[src/rtl/clock_pkg.sv]
// Shared types and constants for the alarm clock core.
package clock_pkg;

  typedef enum logic [1:0] {
    Off     = 2'd0,
    Armed   = 2'd1,
    Ringing = 2'd2,
    Snoozed = 2'd3
  } alarm_state_e;

  localparam int unsigned SEC_PER_MIN = 60;
  localparam int unsigned MIN_PER_HR  = 60;

  function automatic int unsigned hmax(input int unsigned mode_24h);
    return (mode_24h != 0) ? 24 : 12;
  endfunction

endpackage

[src/rtl/tick_divider.sv]
// Terminal-count prescaler: emits a registered one-cycle pulse every TC+1 cycles.
module tick_divider #(
  parameter int unsigned TC = 1
) (
  input  logic clk,
  input  logic reset,
  input  logic clr,
  output logic pulse
);

  localparam int unsigned W = (TC > 0) ? $clog2(TC + 1) : 1;

  logic [W-1:0] cnt_q;
  logic         pulse_q;

  always_ff @(posedge clk or posedge reset) begin
    if (reset) begin
      cnt_q   <= '0;
      pulse_q <= 1'b0;
    end else if (clr) begin
      cnt_q   <= '0;
      pulse_q <= 1'b0;
    end else if (cnt_q == W'(TC)) begin
      cnt_q   <= '0;
      pulse_q <= 1'b1;
    end else begin
      cnt_q   <= cnt_q + 1'b1;
      pulse_q <= 1'b0;
    end
  end

  assign pulse = pulse_q;

endmodule

[src/rtl/alarm_timekeeper.sv]
// Timekeeping, adjust handling, alarm state machine and gated buzzer tone.
module alarm_timekeeper
  import clock_pkg::*;
#(
  parameter int unsigned CLK_HZ         = 31500000,
  parameter int unsigned BUZZ_HZ        = 3150,
  parameter bit          MODE_24H       = 1'b0,
  parameter int unsigned AL_MIN_STEP    = 10,
  parameter int unsigned SNOOZE_S       = 300,
  parameter int unsigned RING_TIMEOUT_S = 600
) (
  input  logic       clk,
  input  logic       reset,
  input  logic       sec_adj,
  input  logic       min_adj,
  input  logic       hrs_adj,
  input  logic       al_adj,
  input  logic       al_toggle,
  input  logic       snooze,
  output logic [5:0] seconds,
  output logic [5:0] minutes,
  output logic [4:0] hours,
  output logic [5:0] al_minutes,
  output logic [4:0] al_hours,
  output logic       al_on,
  output logic       alarm,
  output logic       sec_tick,
  output logic       buzzer_out
);

  localparam int unsigned HMax    = hmax(int'(MODE_24H));
  localparam logic [4:0]  HLast   = 5'(HMax - 1);
  localparam logic [5:0]  SLast   = 6'(SEC_PER_MIN - 1);
  localparam logic [5:0]  MLast   = 6'(MIN_PER_HR - 1);
  localparam int unsigned HalfDiv = CLK_HZ / (2 * BUZZ_HZ);
  localparam int unsigned HalfPer = (HalfDiv < 1) ? 1 : HalfDiv;
  localparam int unsigned RingW   = $clog2(RING_TIMEOUT_S + 1);
  localparam int unsigned SnzW    = $clog2(SNOOZE_S + 1);

  logic [5:0] sec_q, sec_d, min_q, min_d, al_min_q, al_min_d;
  logic [4:0] hrs_q, hrs_d, al_hrs_q, al_hrs_d;
  logic [6:0] al_sum;
  logic       adj_any, carry_min, carry_hr;
  logic       match, match_q, trigger;
  logic       tone_pulse, tone_q;
  logic       al_on_q, alarm_q, buzz_q;
  logic [RingW-1:0] ring_q, ring_d;
  logic [SnzW-1:0]  snz_q, snz_d;
  alarm_state_e     state_q, state_d;

  tick_divider #(.TC(CLK_HZ - 1)) u_sec_div (
    .clk   (clk),
    .reset (reset),
    .clr   (sec_adj),
    .pulse (sec_tick)
  );

  tick_divider #(.TC(HalfPer - 1)) u_tone_div (
    .clk   (clk),
    .reset (reset),
    .clr   (1'b0),
    .pulse (tone_pulse)
  );

  // Any manual adjust suppresses the tick's carry for that cycle.
  always_comb begin
    adj_any   = sec_adj | min_adj | hrs_adj;
    carry_min = sec_tick && !adj_any && (sec_q == SLast);
    carry_hr  = carry_min && (min_q == MLast);

    sec_d = sec_q;
    if (sec_adj) sec_d = '0;
    else if (sec_tick) sec_d = (sec_q == SLast) ? '0 : sec_q + 6'd1;

    min_d = min_q;
    if (min_adj || carry_min) min_d = (min_q == MLast) ? '0 : min_q + 6'd1;

    hrs_d = hrs_q;
    if (hrs_adj || carry_hr) hrs_d = (hrs_q == HLast) ? '0 : hrs_q + 5'd1;

    al_sum   = {1'b0, al_min_q} + 7'(AL_MIN_STEP);
    al_min_d = al_min_q;
    al_hrs_d = al_hrs_q;
    if (al_adj) begin
      if (al_sum >= 7'(MIN_PER_HR)) begin
        al_min_d = 6'(al_sum - 7'(MIN_PER_HR));
        al_hrs_d = (al_hrs_q == HLast) ? '0 : al_hrs_q + 5'd1;
      end else begin
        al_min_d = al_sum[5:0];
      end
    end
  end

  assign match   = (hrs_q == al_hrs_q) && (min_q == al_min_q) && (sec_q == '0);
  assign trigger = match && !match_q;

  always_comb begin
    state_d = state_q;
    ring_d  = ring_q;
    snz_d   = snz_q;
    if (al_toggle) begin
      state_d = (state_q == Off) ? Armed : Off;
    end else begin
      unique case (state_q)
        Off: ;
        Armed: begin
          if (trigger) begin
            state_d = Ringing;
            ring_d  = '0;
          end
        end
        Ringing: begin
          if (snooze) begin
            state_d = Snoozed;
            snz_d   = SnzW'(SNOOZE_S - 1);
          end else if (sec_tick) begin
            if (ring_q == RingW'(RING_TIMEOUT_S - 1)) state_d = Armed;
            else ring_d = ring_q + 1'b1;
          end
        end
        Snoozed: begin
          if (sec_tick) begin
            if (snz_q == '0) begin
              state_d = Ringing;
              ring_d  = '0;
            end else begin
              snz_d = snz_q - 1'b1;
            end
          end
        end
      endcase
    end
  end

  always_ff @(posedge clk or posedge reset) begin
    if (reset) begin
      sec_q    <= '0;
      min_q    <= '0;
      hrs_q    <= '0;
      al_min_q <= '0;
      al_hrs_q <= '0;
      match_q  <= 1'b0;
      state_q  <= Off;
      ring_q   <= '0;
      snz_q    <= '0;
      tone_q   <= 1'b0;
      al_on_q  <= 1'b0;
      alarm_q  <= 1'b0;
      buzz_q   <= 1'b0;
    end else begin
      sec_q    <= sec_d;
      min_q    <= min_d;
      hrs_q    <= hrs_d;
      al_min_q <= al_min_d;
      al_hrs_q <= al_hrs_d;
      match_q  <= match;
      state_q  <= state_d;
      ring_q   <= ring_d;
      snz_q    <= snz_d;
      tone_q   <= tone_q ^ tone_pulse;
      al_on_q  <= (state_d != Off);
      alarm_q  <= (state_d == Ringing);
      // Even seconds only: 1 s on, 1 s off cadence.
      buzz_q   <= alarm_q && !sec_q[0] && tone_q;
    end
  end

  assign seconds    = sec_q;
  assign minutes    = min_q;
  assign hours      = hrs_q;
  assign al_minutes = al_min_q;
  assign al_hours   = al_hrs_q;
  assign al_on      = al_on_q;
  assign alarm      = alarm_q;
  assign buzzer_out = buzz_q;

endmodule

[config.mk]
export PLATFORM = sky130hd
export DESIGN_NAME = alarm_timekeeper
export DESIGN_NICKNAME = d
export VERILOG_FILES = /design/src/rtl/clock_pkg.sv /design/src/rtl/tick_divider.sv /design/src/rtl/alarm_timekeeper.sv
export SDC_FILE = /design/constraint.sdc
export NUM_CORES = 1
export LEC_CHECK = 0
export BUFFER_PORTS_ARGS = -buffer_cell sky130_fd_sc_hd__clkbuf_2
export CORE_UTILIZATION = 49
export CTS_CLUSTER_SIZE = 20
export DETAILED_ROUTE_END_ITERATION = 8
export PLACE_DENSITY = 0.67
export SYNTH_ARGS = -nofsm -noshare
export SYNTH_HDL_FRONTEND = slang
export SYNTH_SLANG_ARGS = --single-unit
[constraint.sdc]
create_clock -name clk -period 4.25 [get_ports clk]
set_input_delay 0.425 -clock clk [delete_from_list [all_inputs] [get_ports clk]]
set_output_delay 0.425 -clock clk [all_outputs]
set_load 0.01 [all_outputs]
-- Word level (Yosys, flattened, before mapping)
Cells that the tools add are included.
- register bits: 94
- latch bits: 0
- bits in writable memories: 0
- bits in read-only memories: 0
- bits of input ports: 8
- output and inout port bits: 32
- word-level logic and storage cells: 109
- memories kept: 0
- $add $sub $neg: 10
- multipliers: 0
- divide/modulo/power cells: 0
- order comparisons: 1
- equality and inequality tests: 21
- shift-type cells: 0
- muxes and demuxes: 33
- bitwise logic cells: 4
- reductions and logical operators: 23
- operators with widths (operator ; number):
    $mux W10 ; 6
    $mux W25 ; 2
    $mux W6 ; 5
    $pmux W10 S3 ; 1
    $mux W9 ; 3
    $add A25 B1 Y25 const B ; 1
    $eq A25 B25 Y1 const B ; 1
    $pmux W9 S2 ; 1
    $mux W2 ; 7
    $add A13 B1 Y13 const B ; 1
    $eq A13 B13 Y1 const B ; 1
    $mux W13 ; 1
    $add A6 B1 Y6 const B ; 2
    $eq A6 B6 Y1 const B ; 2
    $ne A2 B2 Y1 const B ; 6
    $add A10 B1 Y10 const B ; 1
    $add A5 B1 Y5 const B ; 2
    $eq A10 B10 Y1 const B ; 1
    $eq A5 B4 Y1 const B ; 2
    $mux W5 ; 2
    $logic_not A9 Y1 ; 1
    $sub A9 B1 Y9 const B ; 1
    $logic_and A1 B1 Y1 ; 8
    $reduce_and A8 Y1 ; 1
    other kinds (21) ; 33

-- Logic depth before layout (Yosys ltp)
- depth in word-level cells: 8
- gate-level depth with buffers: 9
- depth with buffers taken out: 9

-- Cells and area by module
Synthesis repeated with hierarchy kept, for this count alone.
- cells, all modules: 554
- area, all modules: 5202.5 sq um
- by module, submodules not included (module ; instances ; cells an instance ; area an instance (sq um) ; sequential area each (sq um)):
    alarm_timekeeper ; 1 ; 350 ; 3176.8 ; 1326.3
    tick_divider at u_sec_div ; 1 ; 138 ; 1366.3 ; 650.6
    tick_divider at u_tone_div ; 1 ; 66 ; 659.4 ; 350.3

-- Worst setup path before layout
No wires, ideal clock.
- kind: reg-to-reg
- start: register al_min_q[2] (netlist: al_minutes[2])
- end: register al_hrs_q[2] (netlist: al_hours[2])
- setup time: 0.128 ns
- data arrival time: 2.141 ns
- data required time: 4.122 ns
- slack: 1.981 ns
- stages on the path, launching flop included: 8
- path buffers: 0
- clock period less this slack: 2.269 ns
- cells stage by stage: dfrtp_1 -> inv_1 -> ha_1 -> nor2b_1 -> nor4_1 -> o31ai_2 -> nor2_1 -> mux2_1
- cells in the longest elaborated chain, start to end: 3
- ends and longest elaborated chain (what ; line ; RTL):
    start, declared ; alarm_timekeeper.sv:40 ; logic [5:0] sec_q, sec_d, min_q, min_d, al_min_q, al_min_d;
    start signal, assigned ; alarm_timekeeper.sv:154 ; al_min_q <= al_min_d;
    $add A6 B4 Y7 ; alarm_timekeeper.sv:81 ; al_sum = {1'b0, al_min_q} + 7'(AL_MIN_STEP);
    $ge A7 B6 Y1 ; alarm_timekeeper.sv:85 ; if (al_sum >= 7'(MIN_PER_HR)) begin
    $reduce_and A2 Y1 (no source line) ; - ;
    end signal, assigned ; alarm_timekeeper.sv:155 ; al_hrs_q <= al_hrs_d;
    end, declared ; alarm_timekeeper.sv:41 ; logic [4:0] hrs_q, hrs_d, al_hrs_q, al_hrs_d;
Every way passes these cells.
A chain may end at the register's enable or synchronous reset.

-- Worst setup path in the final report
Ends and elaborated chain as after synthesis.

==> run_results.csv <==
group,metric,value,unit
timing,worstMarginPinSlew,1.02,ns
route,drt_iter0_markers,189,
finish,nets,590,
setup_path,worstPathCellList,"inv_1 > ha_1 > nor2b_1 > o311ai_1 > o31ai_2 > nor2_1 > mux2_1",
route,first_pass_iters,4,
timing,fin_ws,1.68,ns
clocking,hold_buffers,0,
pwr,p_int,1.79,mW
pwr,switching_share,0.385,
pwr,clockPowerShare,0.216,
clocking,clock-sinks,93,
setup_path,start_kind,"flip-flop",
timing,hold_slack,0.232,ns
placed_design,dp_slack,1.70,ns
pwr,p_switching,1.12,mW
floorplanning,initial_core_util,0.511,
finish,n_fill_cell,927,
route,vias,3929,
placed_design,dp_hpwl,7.21,mm
timing,slew_viol_final,0,
setup_path,crit_fanout,9,
route,route.detailed.drc,0,
clocking,cts_resized,0,
timing,rsz0062_at_grt,"false",
setup_path,cp_data_arrival_time,2.84,ns
placed_design,portBuffers,38,
setup_path,cp_slowest_cell,"o31ai_2",
clocking,tritoncts,"done",
clocking,clk_pin_slew,0.09,ns
placed_design,dpl.cell_count,691,
placed_design,place_area,5380,µm²
synthesis,yosys_warnings,0,
clocking,htree_levels,3,
route,wl,10.2,mm
finish,final_util,0.564,
finish,multi_input_area,2580,µm²
finish,drive_gt1_frac,0.129,
floorplanning,row_count,36,
pwr,power,2.91,mW
timing,finClkSkew,0.0111,ns
global_routing,gr-usage-all-layers,0.206,
floorplanning,die_y,104,µm
finish,finalInstanceArea,5590,µm²
route,vias_per_cell,5.56,
synthesis,synth_fp_nets,555,
outcome,status,"completed",
clocking,cts-root-buf,"clkbuf_8",
pwr,leakagePower,2.46,nW
synthesis,synth-edff-count,0,
setup_path,path_class,"flip-flop to flip-flop",
placed_design,routabilityCongestion,0.843,
job,cap_violations,0,
global_routing,grt_pass1_vias,3819,
synthesis,synth_flop_cell,"dfrtp_1",
global_routing,grt.overflow.total,0,
timing,relSlewSlack,0.318,
setup_path,crit_path_end_kind,"flip-flop",
global_routing,grt_start_max_net_pins,58,
clocking,post_cts_buffers,0,
synthesis,synth-seq-cells,93,
floorplanning,die_w,104,µm
synthesis,syn_inst,534,
synthesis,async_reset_ff_frac,1.00,
pwr,p_seq_frac,0.468,
clocking,clockBufferDepth,2,
setup_path,crit_required,4.52,ns
timing,hold_violations,0,
route,wl_per_cell,14.4,µm
route,ant_nets,0,
finish,regArea,2330,µm²
floorplanning,die_area,10800,µm²
clocking,cts_buffers,9,
synthesis,yosysSeqAreaShare,0.459,
floorplanning,ios,40,
global_routing,grt_pass1_wl,17.8,mm
timing,post-route-period-util,0.605,
synthesis,synth_area_per_cell,9.49,µm²
finish,syn_to_final_growth,10.3,%
setup_path,max_stage_delay,0.53,ns
finish,final_cells,707,
timing,setup_viol,0,
timing,period_needed,2.57,ns
pwr,power.density,521,nW/µm²
hold_path,hp-class,"input pin to async pin",
floorplanning,fp.coreArea,9910,µm²
pwr,combPwrFrac,0.315,
pwr,peakVddDrop,0.000249,V
synthesis,synth_cell_types,72,
timing,setup_tns,0,ns
synthesis,synth_area,5070,µm²
timing,fmax,389,MHz
clocking,clock_latency,0.38,ns
global_routing,antenna_found_initial,0,
finish,diodes,0,
==> flip-flops by register name, summed over array words and instances (netlist names), 2 cells and up <==
signal	count
seconds	6
snz_q	9
minutes	6
hours	5
u_sec_div.cnt_q	25
al_hours	5
al_minutes	5
state_q	2
ring_q	10
u_tone_div.cnt_q	13
==> power groups by stage <==
| stage | Sequential (mW) | Clock, mW | Combinational, mW |
|---|---|---|---|
| final | 1.37 | 0.630 | 0.919 |
| after global routing | 1.41 | 0.695 | 1.04 |
| after CTS | 1.36 | 0.660 | 0.932 |
| after detailed placement | 1.38 | 0 | 0.924 |
| after global placement | 1.37 | 0 | 0.903 |
| after floorplan | 1.30 | 0 | 0.713 |
==> layer usage <==
layer	GRT usage	wire, µm	up-vias
met3	0.0730	408	14
met5	0	0	-
li1	-	-	1960
met1	0.253	4700	1898
met4	0.0704	213	0
met2	0.338	4850	57
==> kinds of logic (layout without fill, tap and decap cells) <==
kind of cell	count (synthesis)	after routing	synth area share
adders and majority gates	13	13	0.0321
other	1	1	0.000740
buffers and inverters	42	82	0.0328
muxes	9	9	0.0195
and+or+nand+nor	246	246	0.253
xor gates and xnor gates	55	55	0.0951
AOI/OAI and AO/OA	75	75	0.108
DFF	93	93	0.459
==> layout make-up <==
class / instances / area share
Multi-Input combinational cell: 399 / 0.461
Inverter: 26 / 0.0177
Tap cell: 133 / 0.0298
Clock inverter: 5 / 0.0114
Timing Repair Buffer: 40 / 0.0367
Sequential cell: 93 / 0.416
Clock buffer: 11 / 0.0271
==> placed cells by master, fill, tap and decap left out, drive strengths merged, types with 10 or more instances in the layout <==
| cell type | netlist | layout |
|---|---|---|
| dfrtp | 93 | 93 |
| nor2 | 72 | 72 |
| clkbuf | 11 | 49 |
| nand2 | 42 | 42 |
| nand3 | 30 | 30 |
| xor2 | 28 | 28 |
| xnor2 | 27 | 27 |
| inv | 26 | 27 |
| nor3 | 17 | 17 |
| nand4 | 15 | 15 |
| o21ai | 15 | 15 |
| ha | 13 | 13 |
| nor4 | 13 | 13 |
| a21oi | 10 | 10 |
==> final timing paths <==
kind	start	slack, ns	depth (start not counted)	end
max	al_minutes[2]	1.68	7	al_hours[2]
min	reset	0.23	2	u_tone_div.cnt_q[5]
max reg2reg	al_minutes[2]	1.68	7	al_hours[2]
min reg2reg	u_tone_div.pulse	0.44	1	tone_q
max in group asynchronous	reset	3.01	3	u_sec_div.cnt_q[10]
min in group clk	al_toggle	0.36	2	state_q[1]
==> cell usage after synthesis (all sizes together) (3+ instances only) <==
master,count,area share
nand2b,8,0.0099
nand4,15,0.019
nor4,13,0.017
and3,7,0.0086
nand3,30,0.030
a211o,4,0.0086
xor2,28,0.048
inv,26,0.019
and4,3,0.0052
clkbuf,11,0.0081
nand2,42,0.031
nor3,17,0.019
or3,6,0.0074
nor2,72,0.053
nor2b,6,0.0074
buf,5,0.0054
o31ai,9,0.014
a21o,9,0.013
or2,4,0.0049
a21oi,10,0.0099
xnor2,27,0.047
mux2,7,0.016
o21ai,15,0.015
or4,4,0.0074
a41oi,4,0.0069
dfrtp,93,0.46
nor3b,3,0.0044
nor4b,4,0.0081
ha,13,0.032
==> worst max-delay path, delay by kind of cell, from the launching register on <==
kind                       cells  cell delay (ns)
AOI/OAI and AO/OA              2             0.72
DFF                            1             0.49
and+or+nand+nor                2             0.42
adders and majority gates      1             0.40
muxes                          1             0.33
buffers and inverters          1             0.10
Note: power is estimated with default switching activity, not from simulation.
